### config.mk
export PLATFORM = sky130hd
export DESIGN_NAME = gen_pulso_repeticion_flat
export DESIGN_NICKNAME = d
export VERILOG_FILES = /design/src/rtl/gen_pulso_repeticion_if.sv /design/src/rtl/gen_pulso_repeticion.sv /design/src/flat_wrapper.sv
export SDC_FILE = /design/constraint.sdc
export NUM_CORES = 1
export LEC_CHECK = 0
export BUFFER_PORTS_ARGS = -buffer_cell sky130_fd_sc_hd__buf_4
export CAP_MARGIN = 10
export CORE_MARGIN = 3
export CORE_UTILIZATION = 56
export CTS_CLUSTER_SIZE = 14
export DETAILED_ROUTE_END_ITERATION = 7
export PLACE_DENSITY = 0.85
export SLEW_MARGIN = 30
export SYNTH_ARGS = -nofsm -noshare
export SYNTH_HDL_FRONTEND = slang
export SYNTH_SLANG_ARGS = --single-unit
### constraint.sdc
create_clock -name clk -period 2.27 [get_ports clk]
set_input_delay 0.227 -clock clk [delete_from_list [all_inputs] [get_ports clk]]
set_output_delay 0.227 -clock clk [all_outputs]
set_load 0.02 [all_outputs]
### src/rtl/gen_pulso_repeticion_if.sv
// -----------------------------------------------------------------------------
// gen_pulso_repeticion_if
// Bundle between a button conditioning stage and the auto-repeat pulse
// generator.
//
// Signals:
//   incremento  debounced button level, 1 = pressed (driven by the master)
//   pulso       single-cycle increment strobe       (driven by the slave)
//   mantenido   1 while the button is auto-repeating (driven by the slave)
//   n_pulsos    pulses issued in current/last press, saturating at 255
//
// Modports:
//   master  the side that owns the button level (debouncer / testbench)
//   slave   the pulse generator
// -----------------------------------------------------------------------------
interface gen_pulso_repeticion_if;

   logic       incremento;
   logic       pulso;
   logic       mantenido;
   logic [7:0] n_pulsos;

   modport master (
      output incremento,
      input  pulso,
      input  mantenido,
      input  n_pulsos
   );

   modport slave (
      input  incremento,
      output pulso,
      output mantenido,
      output n_pulsos
   );

endinterface : gen_pulso_repeticion_if

### src/rtl/gen_pulso_repeticion.sv
// -----------------------------------------------------------------------------
// gen_pulso_repeticion
// Turns a debounced button level into single-cycle increment pulses for the
// RTC setting logic. A new press gives one pulse immediately; holding the
// button auto-repeats after RETARDO_INICIAL cycles and then every
// PERIODO_REPETICION cycles. One instance per button.
//
// Parameters:
//   RETARDO_INICIAL     cycles from the first pulse to the first repeat (>= 2)
//   PERIODO_REPETICION  cycles between consecutive repeat pulses (>= 2)
//   CNT_W               width of the cycle counter, must hold
//                       max(RETARDO_INICIAL, PERIODO_REPETICION) - 1
//
// Ports:
//   clk    system clock, everything on the rising edge
//   reset  synchronous reset, active-low
//   bus    slave side of gen_pulso_repeticion_if
//            incremento (in)  button level
//            pulso      (out) single-cycle strobe, registered
//            mantenido  (out) 1 while in the auto-repeat phase, registered
//            n_pulsos   (out) pulses of the current/last press, registered
// -----------------------------------------------------------------------------
module gen_pulso_repeticion #(
   parameter int RETARDO_INICIAL    = 8,
   parameter int PERIODO_REPETICION = 4,
   parameter int CNT_W              = 8
) (
   input  logic                   clk,
   input  logic                   reset,
   gen_pulso_repeticion_if.slave  bus
);

   // Terminal counts; the counter starts at zero on the pulse edge, so a
   // terminal value of N-1 spaces pulses exactly N cycles apart.
   localparam logic [CNT_W-1:0] TC_RETARDO = CNT_W'(RETARDO_INICIAL - 1);
   localparam logic [CNT_W-1:0] TC_PERIODO = CNT_W'(PERIODO_REPETICION - 1);
   localparam logic [CNT_W-1:0] CNT_CERO   = {CNT_W{1'b0}};
   localparam logic [CNT_W-1:0] CNT_UNO    = CNT_W'(1);
   localparam logic [7:0]       N_MAX      = 8'd255;
   localparam logic [7:0]       N_UNO      = 8'd1;
   localparam logic [7:0]       N_CERO     = 8'd0;

   typedef enum logic [1:0] {
      ESPERA  = 2'd0,
      RETARDO = 2'd1,
      REPITE  = 2'd2
   } estado_t;

   // Pulse count that sticks at its maximum instead of wrapping, so a very
   // long hold never reports a small count.
   function automatic logic [7:0] incr_saturado(input logic [7:0] valor);
      logic [7:0] resultado;
      if (valor == N_MAX) begin
         resultado = N_MAX;
      end else begin
         resultado = valor + N_UNO;
      end
      return resultado;
   endfunction

   estado_t          estado_r;
   logic [CNT_W-1:0] cnt_r;
   logic             prev_r;
   logic             pulso_r;
   logic             mantenido_r;
   logic [7:0]       n_pulsos_r;

   assign bus.pulso     = pulso_r;
   assign bus.mantenido = mantenido_r;
   assign bus.n_pulsos  = n_pulsos_r;

   // Press/hold FSM with cycle counter, rise-detect flop and registered outputs.
   always_ff @(posedge clk) begin
      if (!reset) begin
         estado_r    <= ESPERA;
         cnt_r       <= CNT_CERO;
         // Treat the button as already pressed so a hold across reset
         // needs a release before it can pulse again.
         prev_r      <= 1'b1;
         pulso_r     <= 1'b0;
         mantenido_r <= 1'b0;
         n_pulsos_r  <= N_CERO;
      end else begin
         prev_r  <= bus.incremento;
         // Strobe is one cycle wide; only a pulsing branch raises it.
         pulso_r <= 1'b0;
         case (estado_r)
            ESPERA: begin
               mantenido_r <= 1'b0;
               cnt_r       <= CNT_CERO;
               if (bus.incremento && !prev_r) begin
                  // New press: immediate pulse, old count discarded.
                  pulso_r    <= 1'b1;
                  n_pulsos_r <= N_UNO;
                  estado_r   <= RETARDO;
               end else begin
                  estado_r   <= ESPERA;
               end
            end

            RETARDO: begin
               if (!bus.incremento) begin
                  // Release wins over a coincident terminal count.
                  estado_r    <= ESPERA;
                  cnt_r       <= CNT_CERO;
                  mantenido_r <= 1'b0;
               end else if (cnt_r == TC_RETARDO) begin
                  pulso_r     <= 1'b1;
                  cnt_r       <= CNT_CERO;
                  n_pulsos_r  <= incr_saturado(n_pulsos_r);
                  mantenido_r <= 1'b1;
                  estado_r    <= REPITE;
               end else begin
                  cnt_r       <= cnt_r + CNT_UNO;
                  estado_r    <= RETARDO;
               end
            end

            REPITE: begin
               if (!bus.incremento) begin
                  estado_r    <= ESPERA;
                  cnt_r       <= CNT_CERO;
                  mantenido_r <= 1'b0;
               end else if (cnt_r == TC_PERIODO) begin
                  // Pulses keep coming after the count has saturated.
                  pulso_r     <= 1'b1;
                  cnt_r       <= CNT_CERO;
                  n_pulsos_r  <= incr_saturado(n_pulsos_r);
                  mantenido_r <= 1'b1;
                  estado_r    <= REPITE;
               end else begin
                  cnt_r       <= cnt_r + CNT_UNO;
                  mantenido_r <= 1'b1;
                  estado_r    <= REPITE;
               end
            end

            default: begin
               // Unreachable encoding: fall back to idle without pulsing.
               estado_r    <= ESPERA;
               cnt_r       <= CNT_CERO;
               mantenido_r <= 1'b0;
            end
         endcase
      end
   end

endmodule : gen_pulso_repeticion
### src/flat_wrapper.sv
// flat-port wrapper written by rule: the top's interface ports become plain ports
module gen_pulso_repeticion_flat 
#(
   parameter int RETARDO_INICIAL    = 8,
   parameter int PERIODO_REPETICION = 4,
   parameter int CNT_W              = 8
)
  (clk, reset, bus_incremento, bus_pulso, bus_mantenido, bus_n_pulsos);
  gen_pulso_repeticion_if bus_i ();
  input  logic clk;
  input  logic reset;
  input wire logic [$bits(bus_i.incremento)-1:0] bus_incremento;
  output wire logic [$bits(bus_i.pulso)-1:0] bus_pulso;
  output wire logic [$bits(bus_i.mantenido)-1:0] bus_mantenido;
  output wire logic [$bits(bus_i.n_pulsos)-1:0] bus_n_pulsos;
  assign bus_i.incremento = bus_incremento;
  assign bus_pulso = bus_i.pulso;
  assign bus_mantenido = bus_i.mantenido;
  assign bus_n_pulsos = bus_i.n_pulsos;
  gen_pulso_repeticion #(.RETARDO_INICIAL(RETARDO_INICIAL), .PERIODO_REPETICION(PERIODO_REPETICION), .CNT_W(CNT_W)) u_core (.clk(clk), .reset(reset), .bus(bus_i));
endmodule
# After elaboration in Yosys (flattened, before gate mapping)
# Cells that the tools add are included.
dict set report totals {
  ff_bits 21
  in_bits 3
  out_inout_bits 10
  elab_cells 51
}
dict set report classes {
  add_sub_neg 2
  n_eq_ne 11
  n_mux 27
  n_reduce_logical 5
}
# op n
set op_table {}
lappend op_table {{2-to-1 mux 8 bit} 10}
lappend op_table {{case mux 8 bit (3 select lines)} 1}
lappend op_table {{adder 8 x 1 -> 8 bit, second input constant} 2}
lappend op_table {{case mux 8 bit (2 select lines)} 1}
lappend op_table {{2-to-1 mux 1 bit} 9}
lappend op_table {{equality test 8 x 2 -> 1 bit, second input constant} 1}
lappend op_table {{equality test 8 x 3 -> 1 bit, second input constant} 1}
lappend op_table {{equality test 8 bit, second input constant} 1}
lappend op_table {{2-to-1 mux 2 bit} 3}
lappend op_table {{inequality test 2 x 1 -> 1 bit, second input constant} 3}
lappend op_table {{case mux 2 bit (3 select lines)} 1}
lappend op_table {{AND reduction 6 bit} 1}
lappend op_table {{inequality test 2 bit, second input constant} 2}
lappend op_table {{inequality test 3 x 2 -> 1 bit, second input constant} 1}
lappend op_table {{case mux 1 bit (3 select lines)} 1}
lappend op_table {{nonzero test 3 bit} 1}
lappend op_table {{equality test 2 x 1 -> 1 bit, second input constant} 1}
lappend op_table {{equality test 2 bit, second input constant} 1}
lappend op_table {{zero test 2 bit} 1}
lappend op_table {{case mux 1 bit (2 select lines)} 1}
lappend op_table {{logical AND 1 bit} 1}
lappend op_table {{zero test 1 bit} 1}

# Logic depth before layout (Yosys ltp)
dict set report depth {
  depth_word 5
  ltp_mapped 8
  mapped_depth_nobuf 7
}

# Worst setup path before layout
# No wires, ideal clock.
dict set report synth_timing {
  path_kind {register -> register}
  from {reg u_core.cnt_r[6]}
  to {reg u_core.n_pulsos_r[6] (netlist: u_core.bus.n_pulsos[6])}
  setup_time_ns 0.063
  arrival_ns 1.823
  required_time_ns 2.207
  path_slack_ns 0.385
  stages_incl_launch_ff 6
  n_path_buf 0
  period_less_slack_ns 1.885
  path_cell_list {dfxtp_1 or4_4 nor4b_4 o22ai_2 or4_1 nand3_1}
}
dict set report synth_via {
  elab_chain_cells 3
  elab_cells_between_ends 5
  classes_between {eq/ne: 4; reduce/logical: 1}
}
# item line_no
set synth_lines {}
lappend synth_lines {{start, declared} gen_pulso_repeticion.sv:62} ;# logic [CNT_W-1:0] cnt_r;
lappend synth_lines {{start signal, assigned} gen_pulso_repeticion.sv:114} ;# cnt_r <= cnt_r + CNT_UNO;
lappend synth_lines {{start signal, assigned} gen_pulso_repeticion.sv:132} ;# cnt_r <= cnt_r + CNT_UNO;
lappend synth_lines {{equality test 8 x 2 -> 1 bit / equality test 8 x 3 -> 1 bit (equally long branches)} {gen_pulso_repeticion.sv:124, gen_pulso_repeticion.sv:107}}
lappend synth_lines {{inequality test 2 x 1 -> 1 bit (no line)} --}
lappend synth_lines {{AND reduction 6 bit (no line) *} --}
lappend synth_lines {{end signal, assigned} gen_pulso_repeticion.sv:110} ;# n_pulsos_r <= incr_saturado(n_pulsos_r);
lappend synth_lines {{end signal, assigned} gen_pulso_repeticion.sv:128} ;# n_pulsos_r <= incr_saturado(n_pulsos_r);
lappend synth_lines {{end, declared} gen_pulso_repeticion.sv:66} ;# logic [7:0] n_pulsos_r;
# Mark *: on every way between the ends. The rest lies on a longest branch, timed or not.
# A chain may end at the register's enable or synchronous reset.

# Final worst setup path
# Same ends and word-level chain as after synthesis.

==> flow_summary.json <==
{
  "criticalPathCategory": "register to register",
  "ys_seq_elements": 21,
  "max_slew_margin": 0.614,
  "synthTopCellsByArea": "dfxtp_1 38%, ha_1 7.9%, nand3_1 7.6%, nor2_1 4.7%, nand2_1 3.7%",
  "grt_overflow": 0,
  "crit_path_max_fanout": 4,
  "crit_required_ns": 2.52,
  "setup_tns_ns": 0,
  "cts_buffer_depth": 2,
  "ys.flop_type": "dfxtp_1",
  "clk_latency_ns": 0.30,
  "async_flop_share": 0,
  "numCtsBuffers": 3,
  "antenna_found_initial": 0,
  "layout-drive-gt1-share": 0.153,
  "via_per_inst": 6.00,
  "drt_pass1_iterations": 4,
  "drv_slew": 0,
  "hold_violations": 0,
  "synth_edf_count": 0,
  "min_path_type": "primary input to register",
  "swShare": 0.237,
  "htree_levels": 1,
  "route.detailed.drc": 0,
  "port_buffers": 12,
  "status": "finished clean",
  "p_comb_frac": 0.073,
  "grt_pass1_vias": 922,
  "wl_per_cell_um": 13.4,
  "syn_area_per_cell_um2": 8.49,
  "layout_worst_path_cycle_share": 0.843,
  "num_rows": 15,
  "area.sequential_um2": 420,
  "final_cell_mix": "21 x dfxtp_1, 17 x nand3_1, 14 x nor2_1",
  "p_clk_frac": 0.300,
  "p_seq_frac": 0.627,
  "grtUsageTotal": 0.196,
  "worst_pin_slew_ns": 0.573,
  "cts_tree": "done",
  "drv_cap": 0,
  "fillCellCount": 153,
  "final_common_cell": "dfxtp_1",
  "core_area_um2": 1800,
  "vias": 1014,
  "arrival_ns": 2.16,
  "power.internal_uw": 458,
  "crit_path_end_kind": "register",
  "clkTransAtPathRegs_ns": 0.12,
  "crit_start": "u_core.cnt_r[6]",
  "multi_input_area_um2": 651,
  "setup_viol": 0,
  "yosysTopAreaCell": "dfxtp_1",
  "syn_nets": 141,
  "wl_um": 2260,
  "start_util": 0.617,
  "cts.sinks": 21,
  "startpoint_type": "register",
  "netlist.area_leader.share": 0.378,
  "area_growth_pct": 12.6,
  "r2r_start": "u_core.cnt_r[6]",
  "post_cts_buffers": 0,
  "die_width_um": 50.6,
  "period_needed_ns": 1.91,
  "leakage_nw": 0.486,
  "grt_pass1_wl_um": 3820,
  "clock_skew_ns": 0.00116,
  "grt_max_degree": 16,
  "synth_cell_types": 39,
  "chipHeight_um": 50.6,
  "gp_congestion": 0.777,
  "cts_root_buffer": "clkbuf_4",
  "reg2reg_setup_slack_ns": 0.36,
  "syn_area_um2": 1110,
  "max_freq_ghz": 0.523,
  "die_area_um2": 2560,
  "layout.nets": 155,
  "rr_endpoint": "u_core.bus.n_pulsos[6]",
  "hold_buffers": 0,
  "seq_area_frac_synth": 0.378,
  "cts_resized": 0,
  "drt_iter0_drc": 24,
  "hpwl_um": 1670,
  "synthCells": 131,
  "final_core_util": 0.695,
  "n_antenna_cell": 0,
  "critPathCapture": "u_core.bus.n_pulsos[6]",
  "detail-route-antenna-nets": 0,
  "ff2ff_path_depth": 5,
  "rsz0062_at_grt": "false",
  "p_per_area_nw_per_um2": 479,
  "yosys_warnings": 0,
  "ios": 13,
  "power.switching_uw": 142,
  "peakVddDrop_uv": 261
}
worst min path at each step:
stage                              start                   end  slack (ns)  cells past startpoint
floorplan                 bus_incremento  u_core.bus.mantenido        0.36                      2
global placement         u_core.cnt_r[0]       u_core.cnt_r[0]        0.45                      1
detailed placement  u_core.bus.mantenido  u_core.bus.mantenido        0.46                      2
CTS                       bus_incremento  u_core.bus.mantenido        0.18                      3
global route              bus_incremento  u_core.bus.mantenido        0.18                      3
finish                    bus_incremento         u_core.prev_r        0.19                      3
synth_stat cells (2+ instances only):
master    instances
and3_1            2
clkbuf_1          4
xnor2_1           3
nor2_1           14
xor2_1            3
nand2b_1          3
o221a_2           2
ha_1              7
and4_1            2
inv_1             7
nand2_1          11
a31oi_1           2
dfxtp_1          21
o21ai_0           5
nand3_1          17
a21oi_1           5
area by class of cell:
cell class	instances	area share
Multi-Input combinational cell	99	0.519
Clock buffer	4	0.0210
Timing Repair Buffer	13	0.0779
Inverter	7	0.0210
Sequential cell	21	0.336
Tap cell	25	0.0250
power by group through the flow:
stage / clock network (mW) / registers, mW / logic (mW)
floorplan: 0 / 0.387 / 0.0255
global placement: 0 / 0.384 / 0.0422
detailed placement: 0 / 0.385 / 0.0438
CTS: 0.180 / 0.376 / 0.0439
global route: 0.194 / 0.377 / 0.0485
finish: 0.180 / 0.376 / 0.0436
flip-flops by register name (all words and copies together), names as in the netlist:
register,cells
u_core.bus.pulso,1
u_core.cnt_r,8
u_core.bus.n_pulsos,8
u_core.estado_r,2
u_core.prev_r,1
u_core.bus.mantenido,1
routing by layer:
| metal | global-route usage | up-vias | share of wire |
|---|---|---|---|
| met5 | 0 | - | 0 |
| met4 | 0.0942 | 0 | 0.019 |
| met3 | 0.0267 | 6 | 0.037 |
| met2 | 0.359 | 26 | 0.51 |
| met1 | 0.219 | 482 | 0.43 |
| li1 | - | 500 | - |
critical path, cell delays in order (launching register included):
cell and delay, ns:
dfxtp_1 0.36, or4_4 0.57, nor4b_4 0.23, o22ai_2 0.11, or4_1 0.53, nand3_1 0.07
stage by stage:
stage	std cells	hold WS, ns	area (um^2)	setup slack, ns	power, mW
6_report	169	0.188	1250	0.356	0.599
3_5_place_dp	165	0.460	1230	0.372	0.428
2_1_floorplan	131	0.358	1110	0.385	0.412
4_1_cts	169	0.179	1250	0.344	0.600
5_1_grt	169	0.178	1250	0.253	0.620
3_3_place_gp	165	0.446	1230	0.404	0.426
cells by family after synthesis:
family                     Yosys count  share of synthesized area
AOI/OAI and AO/OA                   24                      0.152
xor gates and xnor gates             6                     0.0473
adders and majority gates            7                     0.0787
buffers and inverters               11                     0.0371
DFF                                 21                      0.378
muxes                                1                    0.00900
and+or+nand+nor                     61                      0.298
No activity file was read; power rests on OpenSTA's default activity.
